**src/rtl/lif_pkg.sv**
```systemverilog
// Shared types and helpers for the leaky integrate-and-fire block: FSM encoding,
// membrane width derivation, saturating add and clip.
package lif_pkg;

  typedef enum logic [2:0] {
    ST_IDLE,
    ST_LEAK,
    ST_ACC,
    ST_FIRE,
    ST_HOLD
  } state_t;

  // Membrane headroom: room for NUM_IN full-scale channels plus two extra bits.
  function automatic int mem_width(input int data_w, input int num_in);
    return data_w + $clog2(num_in) + 2;
  endfunction

  function automatic logic [31:0] sat_add(input logic [31:0] a, input logic [31:0] b,
                                          input logic [31:0] max_val);
    logic [32:0] sum;
    sum = {1'b0, a} + {1'b0, b};
    return (sum > {1'b0, max_val}) ? max_val : sum[31:0];
  endfunction

  function automatic logic [31:0] clip(input logic [31:0] v, input logic [31:0] max_val);
    return (v > max_val) ? max_val : v;
  endfunction

endpackage

```
**src/rtl/lif_accum.sv**
```systemverilog
// Membrane potential register: shift leak, saturating channel add, clear on spike,
// and the threshold comparison.
module lif_accum
  import lif_pkg::*;
#(
  parameter int NUM_IN     = 4,
  parameter int DATA_W     = 4,
  parameter int LEAK_SHIFT = 2,
  parameter int THRESHOLD  = 20,
  parameter int MEM_W      = mem_width(DATA_W, NUM_IN)
) (
  input  logic              clk,
  input  logic              rst,
  input  logic              clear,
  input  logic              leak_en,
  input  logic              add_en,
  input  logic [DATA_W-1:0] add_val,
  output logic [MEM_W-1:0]  mem,
  output logic              fire
);

  localparam logic [MEM_W-1:0] MEM_MAX = '1;
  localparam logic [MEM_W-1:0] THRESH  = MEM_W'(THRESHOLD);

  logic [MEM_W-1:0] mem_reg, mem_next, leak_amt;

  generate
    if (LEAK_SHIFT == 0) begin : g_no_leak
      assign leak_amt = '0;
    end else begin : g_leak
      assign leak_amt = mem_reg >> LEAK_SHIFT;
    end
  endgenerate

  always_comb begin
    mem_next = mem_reg;
    if (clear) begin
      mem_next = '0;
    end else if (leak_en) begin
      mem_next = mem_reg - leak_amt;
    end else if (add_en) begin
      mem_next = MEM_W'(sat_add(32'(mem_reg), 32'(add_val), 32'(MEM_MAX)));
    end
  end

  always_ff @(posedge clk) begin
    if (rst) begin
      mem_reg <= '0;
    end else begin
      mem_reg <= mem_next;
    end
  end

  assign mem  = mem_reg;
  assign fire = (mem_reg >= THRESH);

endmodule

```
**src/rtl/lif_block_n.sv**
```systemverilog
// Multi-channel LIF node: valid/ready capture, sequential integration, spike + level out.
// Optional refractory period enabled by defining LIF_BLOCK_REFRACTORY_EN.
module lif_block_n
  import lif_pkg::*;
#(
  parameter int NUM_IN         = 4,
  parameter int DATA_W         = 4,
  parameter int LEAK_SHIFT     = 2,
  parameter int THRESHOLD      = 20,
  parameter int REFRACT_CYCLES = 2
) (
  input  logic                     clk,
  input  logic                     rst,
  input  logic [NUM_IN*DATA_W-1:0] in_data,
  input  logic                     in_valid,
  output logic                     in_ready,
  output logic [DATA_W-1:0]        out_level,
  output logic                     out_spike,
  output logic                     out_valid,
  input  logic                     out_ready,
  output logic                     proc,
  output logic                     rdy
);

  localparam int MEM_W = mem_width(DATA_W, NUM_IN);
  localparam int IDX_W = $clog2(NUM_IN);
  localparam logic [DATA_W-1:0] LEVEL_MAX = '1;

  state_t state_reg, state_next;
  logic [IDX_W-1:0]         ch_idx_reg;
  logic [NUM_IN*DATA_W-1:0] data_reg;
  logic [DATA_W-1:0]        ch [NUM_IN];
  logic [DATA_W-1:0]        out_level_reg;
  logic                     out_spike_reg;
  logic [MEM_W-1:0]         mem;
  logic                     fire;
  logic                     accept;
  logic                     skip;
  logic                     refr_active;

  generate
    for (genvar gi = 0; gi < NUM_IN; gi++) begin : g_unpack
      assign ch[gi] = data_reg[gi*DATA_W +: DATA_W];
    end
  endgenerate

  assign accept = (state_reg == ST_IDLE) && in_valid;

  lif_accum #(
    .NUM_IN    (NUM_IN),
    .DATA_W    (DATA_W),
    .LEAK_SHIFT(LEAK_SHIFT),
    .THRESHOLD (THRESHOLD),
    .MEM_W     (MEM_W)
  ) u_accum (
    .clk    (clk),
    .rst    (rst),
    .clear  ((state_reg == ST_FIRE) && fire && !skip),
    .leak_en(state_reg == ST_LEAK),
    .add_en (state_reg == ST_ACC),
    .add_val(ch[ch_idx_reg]),
    .mem    (mem),
    .fire   (fire)
  );

`ifdef LIF_BLOCK_REFRACTORY_EN
  localparam int RW = $clog2(REFRACT_CYCLES + 2);
  logic [RW-1:0] refr_cnt_reg;
  logic          skip_reg;

  // skip_reg marks a vector accepted during the refractory window; it bypasses integration.
  always_ff @(posedge clk) begin
    if (rst) begin
      refr_cnt_reg <= '0;
      skip_reg     <= 1'b0;
    end else begin
      if (accept) begin
        skip_reg <= (refr_cnt_reg != '0);
        if (refr_cnt_reg != '0) begin
          refr_cnt_reg <= refr_cnt_reg - 1'b1;
        end
      end
      if ((state_reg == ST_FIRE) && fire && !skip_reg) begin
        refr_cnt_reg <= RW'(REFRACT_CYCLES);
      end
    end
  end

  assign refr_active = (refr_cnt_reg != '0);
  assign skip        = skip_reg;
`else
  assign refr_active = 1'b0;
  assign skip        = 1'b0;
`endif

  always_comb begin
    state_next = state_reg;
    case (state_reg)
      ST_IDLE: if (in_valid) state_next = refr_active ? ST_FIRE : ST_LEAK;
      ST_LEAK: state_next = ST_ACC;
      ST_ACC:  if (ch_idx_reg == IDX_W'(NUM_IN - 1)) state_next = ST_FIRE;
      ST_FIRE: state_next = ST_HOLD;
      ST_HOLD: if (out_ready) state_next = ST_IDLE;
      default: state_next = ST_IDLE;
    endcase
  end

  always_ff @(posedge clk) begin
    if (rst) begin
      state_reg     <= ST_IDLE;
      ch_idx_reg    <= '0;
      data_reg      <= '0;
      out_level_reg <= '0;
      out_spike_reg <= 1'b0;
    end else begin
      state_reg <= state_next;
      if (accept) data_reg <= in_data;
      if (state_reg == ST_LEAK) ch_idx_reg <= '0;
      if (state_reg == ST_ACC) ch_idx_reg <= ch_idx_reg + 1'b1;
      // Level is the pre-fire potential, taken before the spike clears mem.
      if (state_reg == ST_FIRE) begin
        out_level_reg <= skip ? '0 : DATA_W'(clip(32'(mem), 32'(LEVEL_MAX)));
        out_spike_reg <= fire && !skip;
      end
    end
  end

  assign in_ready  = (state_reg == ST_IDLE);
  assign rdy       = in_ready;
  assign proc      = (state_reg == ST_LEAK) || (state_reg == ST_ACC) || (state_reg == ST_FIRE);
  assign out_valid = (state_reg == ST_HOLD);
  assign out_level = out_level_reg;
  assign out_spike = out_spike_reg;

endmodule
```
**config.mk**
```make
export PLATFORM = sky130hd
export DESIGN_NAME = lif_block_n
export DESIGN_NICKNAME = d
export VERILOG_FILES = /design/src/rtl/lif_pkg.sv /design/src/rtl/lif_accum.sv /design/src/rtl/lif_block_n.sv
export SDC_FILE = /design/constraint.sdc
export NUM_CORES = 1
export LEC_CHECK = 0
export CAP_MARGIN = 15
export CORE_MARGIN = 2
export CORE_UTILIZATION = 49
export CTS_CLUSTER_SIZE = 16
export DETAILED_ROUTE_END_ITERATION = 8
export PLACE_DENSITY = 0.74
export SYNTH_ARGS = -nofsm -noshare
export SYNTH_HDL_FRONTEND = slang
export SYNTH_SLANG_ARGS = --single-unit
```
**constraint.sdc**
```tcl
create_clock -name clk -period 2.9 [get_ports clk]
set_input_delay 0.87 -clock clk [delete_from_list [all_inputs] [get_ports clk]]
set_output_delay 0.87 -clock clk [all_outputs]
set_load 0.1 [all_outputs]
```
Yosys cells after proc, flatten, opt, wreduce, memory -nomap -nowiden. Index checks and enable logic that the tools add are counted.

Add/subtract/negate cells: 3. Order comparisons: 4. Equal/unequal tests: 8. Mux-type cells: 13. Bitwise logic cells: 1. Reductions and logical operators: 8.

Operators by type and width (count): $mux W8 (3); $pmux W3 S5 (1); $mux W4 (3); $add A8 B4 Y9 (1); $gt A9 B8 Y1 const B (1); $mux W3 (3); $bmux W4 S2 (1); $ge A8 B5 Y1 const B (1); $gt A8 B4 Y1 const B (1); $sub A8 B6 Y8 (1); $eq A3 B2 Y1 const B (2); $mux W2 (2); $ne A2 B2 Y1 const B (2); $eq A3 B1 Y1 const B (1); $eq A3 B3 Y1 const B (1); $ge A3 B3 Y1 const B (1); $logic_not A3 Y1 (1); $not A2 Y3 (1); $reduce_and A3 Y1 (1); $add A2 B1 Y2 const B (1); $eq A2 B2 Y1 const B (1); $logic_and A1 B1 Y1 (2); $logic_or A1 B1 Y1 (2); $ne A2 B1 Y1 const B (1); 2 further kinds (2).

Bits in registers: 34. Input port bits: 20. Output and inout port bits: 9. Logic and storage cells: 43.

Depth between registers and ports, before layout.
Depth after elaboration: 9. Mapped depth: 9. Mapped depth without buffers: 8.

Cells and area by module. A second synthesis with hierarchy kept.

Cells, all modules: 233. Area, all modules: 1995.7 um^2.

By module, submodules not included: lif_block_n (instances 1, cells an instance 131, area each 1137.3 um^2, sequential area each 520.5 um^2); lif_accum (instances 1, cells an instance 102, area each 858.3 um^2, sequential area each 160.2 um^2).

Worst setup path after synthesis. OpenSTA, ideal clock, no wires.

Path type: register -> output. From: register state_reg[0]. To: output rdy. Arrival time: 3.216 ns. Required time: 2.030 ns. Setup slack: -1.186 ns. Cell stages (with the launch flop): 4. Buffers on the path: 2. Cell sequence: dfxtp_1 buf_2 nor3_1 buf_4.

Word-level cells in the longest chain between the ends: 1.

RTL lines: from (decl) (line lif_block_n.sv:29) `state_t state_reg, state_next;`; from (signal assigned) (line lif_block_n.sv:116) `state_reg <= state_next;`; $logic_not A3 Y1 (line lif_block_n.sv:128) `assign in_ready = (state_reg == ST_IDLE);`; to (decl) (line lif_block_n.sv:22) `output logic rdy`.

No other way between the ends.

Final worst setup path.
From: register ch_idx_reg[0]. To: register u_accum.mem_reg[6] (netlist: u_accum.mem[6]).

Word-level cells in the longest chain between the ends: 9.

RTL lines: from (decl) (line lif_block_n.sv:30) `logic [IDX_W-1:0] ch_idx_reg;`; from (signal assigned) (line lif_block_n.sv:119) `if (state_reg == ST_ACC) ch_idx_reg <= ch_idx_reg + 1'b1;`; $not A2 Y3 (implied by the code) (*) (line lif_block_n.sv:61) `.add_val(ch[ch_idx_reg]),`; $bmux W4 S2 (*) (line lif_block_n.sv:61); $mux W4 (implied by the code) (*) (2 in series) (line lif_block_n.sv:61); $add A8 B4 Y9 (*) (line lif_pkg.sv:21) `sum = {1'b0, a} + {1'b0, b};`; $gt A9 B8 Y1 (line lif_pkg.sv:22) `return (sum > {1'b0, max_val}) ? max_val : sum[31:0];`; $mux W8 (*) (line lif_pkg.sv:22); $mux W8 (*) (line lif_accum.sv:41) `end else if (add_en) begin`; $mux W8 (*) (line lif_accum.sv:39) `end else if (leak_en) begin`; to (signal assigned) (line lif_accum.sv:50) `mem_reg <= mem_next;`; to (decl) (line lif_accum.sv:25) `logic [MEM_W-1:0] mem_reg, mem_next, leak_amt;`.

Mark *: on every way between the ends. The rest lies on a longest branch, timed or not. The select of a mux whose other input is x is not followed. A chain may end at the register's enable or synchronous reset.

==> impl_metrics.csv <==
group,metric,value,unit
floorplan,design.die.area,0.00465,mm²
logic_synthesis,synth_fp_nets,279,
route,wl,4230,µm
critical_path,timing.rr.start,"ch_idx_reg[0]",
timing,final-hold-violation-count,0,
critical_path,r2r_setup_slack,220,ps
clock_network,cts_made_buffers,5,
clock_network,cts_hold_buf,0,
grt,track_usage,21.6,%
clock_network,cts_resized,0,
logic_synthesis,syn_inst,246,
power_and_ir_drop,leakage,0.911,nW
cells_and_area,design_area,0.00237,mm²
timing,min_period,2680,ps
timing,setup_slack,221,ps
clock_network,worstSkewPairLatency,290,ps
route,via_per_inst,5.52,
grt,antenna_found_initial,0,
place,place_area,0.00229,mm²
timing,rsz0062_at_grt,"no",
power_and_ir_drop,ir_drop,0.330,mV
critical_path,crit_type,"reg2reg",
floorplan,fp-row-count,23,
critical_path,critPathLaunch,"ch_idx_reg[0]",
clock_network,cts_setup_buffers,0,
logic_synthesis,synth_seq_cells,34,
grt,grt_max_degree,27,
route,wire_per_inst,13.3,µm
grt,grt_pass1_wl,7540,µm
worst_hold_path,hold_path.class,"reg2reg",
cells_and_area,fin_util,59.7,%
route,drtIter0Drc,71,
clock_network,clk_path_buf_depth,2,
logic_synthesis,synth_cell_type_count,48,
timing,fin_setup_tns,0,ps
cells_and_area,nets,301,
route,drc,0,
cells_and_area,mostFrequentLayoutCells,"nand2_1, dfxtp_1, nor2_1, a21oi_1, clkdlybuf4s50_1",
logic_synthesis,async_flop_share,0,%
critical_path,crit_path_max_fanout,4,
cells_and_area,layout_commonest_cell,"nand2_1",
logic_synthesis,synth_area,0.00202,mm²
cells_and_area,fin_cells,318,
logic_synthesis,ys.flop_type,"dfxtp_1",
power_and_ir_drop,p_sw,0.459,mW
logic_synthesis,synth.avg_cell_area,8.20,µm²
clock_network,cts_tree,"yes",
route,final_antenna_net_count,0,
place,portBuffers,28,
route,via_count,1756,
critical_path,critPathArrivalTime,2870,ps
run_status,outcome,"finished, final reports clean",
logic_synthesis,synth-edff-count,0,
cells_and_area,final_layout_size_suffix_gt1_share,11.9,%
power_and_ir_drop,sw_frac_of_total,35.5,%
clock_network,cts_max_level,2,
timing,fin_crit_sh,92.4,%
clock_network,clkSlewWorstSetupHoldPaths,60,ps
power_and_ir_drop,p_per_area,546,mW/mm²
critical_path,cp-endpoint,"u_accum.mem[6]",
critical_path,crit_path_start_kind,"flip-flop",
place,dp_hpwl,3220,µm
timing,drv_slew,0,
timing,clock.fmax,373,MHz
logic_synthesis,yosysTopAreaCell,"dfxtp_1",
timing,fin_worst_skew,5.50,ps
grt,grt_overflow,0,
critical_path,end_kind,"flip-flop",
power_and_ir_drop,pwr-share-clk,25.6,%
grt,first_global_vias,1667,
power_and_ir_drop,comb_power_share,32.2,%
run,cap_violations,0,
critical_path,reg2reg_depth,8,
critical_path,r2r_end,"u_accum.mem[6]",
timing,setup_viol,0,
critical_path,required,3090,ps
clock_network,cts_num_sinks,34,
route,drtPass1Iterations,4,
timing,tightest_slew,520,ps
clock_network,root_buffer,"clkbuf_8",
logic_synthesis,yosys-top-cells-area,"dfxtp_1, a21oi_1, ha_1, nand2_1, nor2_1",
floorplan,io_pins,29,
floorplan,start_util,50.8,%
cells_and_area,synthToLayoutAreaGrowth,17.5,%
power_and_ir_drop,internal_power,0.834,mW
power_and_ir_drop,finalPower,1.29,mW
power_and_ir_drop,seqPwrFrac,42.2,%
place,dp_cells,311,
floorplan,die_h,68.2,µm
timing,slew_headroom,65.4,%
logic_synthesis,synth_seq_area_share,33.7,%
cells_and_area,antenna_cells,0,
floorplan,die_x,68.2,µm
timing,fin_hold_ws,455,ps
cells_and_area,largest_register_ffs,16,
logic_synthesis,synthDominantCellAreaShare,33.7,%
place,gp_congestion,0.836,
logic_synthesis,ys_warn_count,0,
place,post-place-ws,242,ps
floorplan,core_area,0.00397,mm²
cell families (layout without fill, tap and decap cells):
kind of cell | after synthesis | after routing | share of synthesized area (%)
buffers and inverters | 25 | 47 | 5.89
adder cells (fa/ha/maj) | 13 | 13 | 8.81
AO/OA/AOI/OAI | 65 | 65 | 21.9
flip-flops | 34 | 34 | 33.7
XOR/XNOR | 3 | 3 | 1.30
multiplexers | 7 | 7 | 5.96
AND/OR/NAND/NOR | 99 | 99 | 22.4
cells in the mapped netlist, types with 2 or more instances:
cell type and count:
dfxtp_1 34, fa_1 2, a21oi_1 28, buf_4 2, o311ai_1 2, nor4_1 4
nand3_1 4, o21a_1 2, a21o_1 3, nand2b_1 4, xor2_1 3, a2111oi_2 2
inv_1 8, ha_1 11, mux2i_1 3, and2_1 2, nand3b_1 2, mux4_2 4
clkbuf_1 6, nand2_1 36, o31a_1 2, nor3_1 9, buf_2 7, o21ai_0 8
a22oi_1 2, nor2b_1 4, o22ai_1 2, nor2_1 28, a211oi_1 3
worst min-delay path by stage:
stage	depth (start not counted)	startpoint	endpoint
floorplan	2	data_reg[10]	data_reg[10]
global placement	2	data_reg[9]	data_reg[9]
detailed placement	2	data_reg[14]	data_reg[14]
CTS	2	data_reg[14]	data_reg[14]
global route	2	data_reg[10]	data_reg[10]
finish	2	data_reg[14]	data_reg[14]
critical path, stage by stage, from the launching register on:
cell and delay [ps]:
dfxtp_1 390, mux4_2 520, ha_1 230, fa_1 430, a21o_1 190, a21oi_1 330, nor3_1 120, a221o_1 320
o41ai_2 50
power by group through the flow:
stage               combinational, mW  sequential [mW]  clock [mW]
floorplan                       0.333            0.549           0
global placement                0.411            0.556           0
detailed placement              0.416            0.557           0
CTS                             0.419            0.546       0.340
global route                    0.465            0.552       0.364
finish                          0.416            0.546       0.331
routing by layer:
metal	track usage (%)	up-vias	wire length, µm
met5	0	-	0
li1	-	923	-
met1	28.7	797	2000
met3	4.44	6	126
met4	8.25	0	61
met2	34.3	30	2040
final cells by class:
| cell class | instances | area [µm²] |
|---|---|---|
| fill | 375 | 1600 |
| multi-input combinational | 187 | 1230 |
| sequential | 34 | 681 |
| timing repair buffer | 32 | 288 |
| clock buffer | 6 | 72.6 |
| tap | 50 | 62.6 |
| inverter | 8 | 30.0 |
| clock inverter | 1 | 7.51 |
Note: power is estimated with default switching activity, not from simulation.
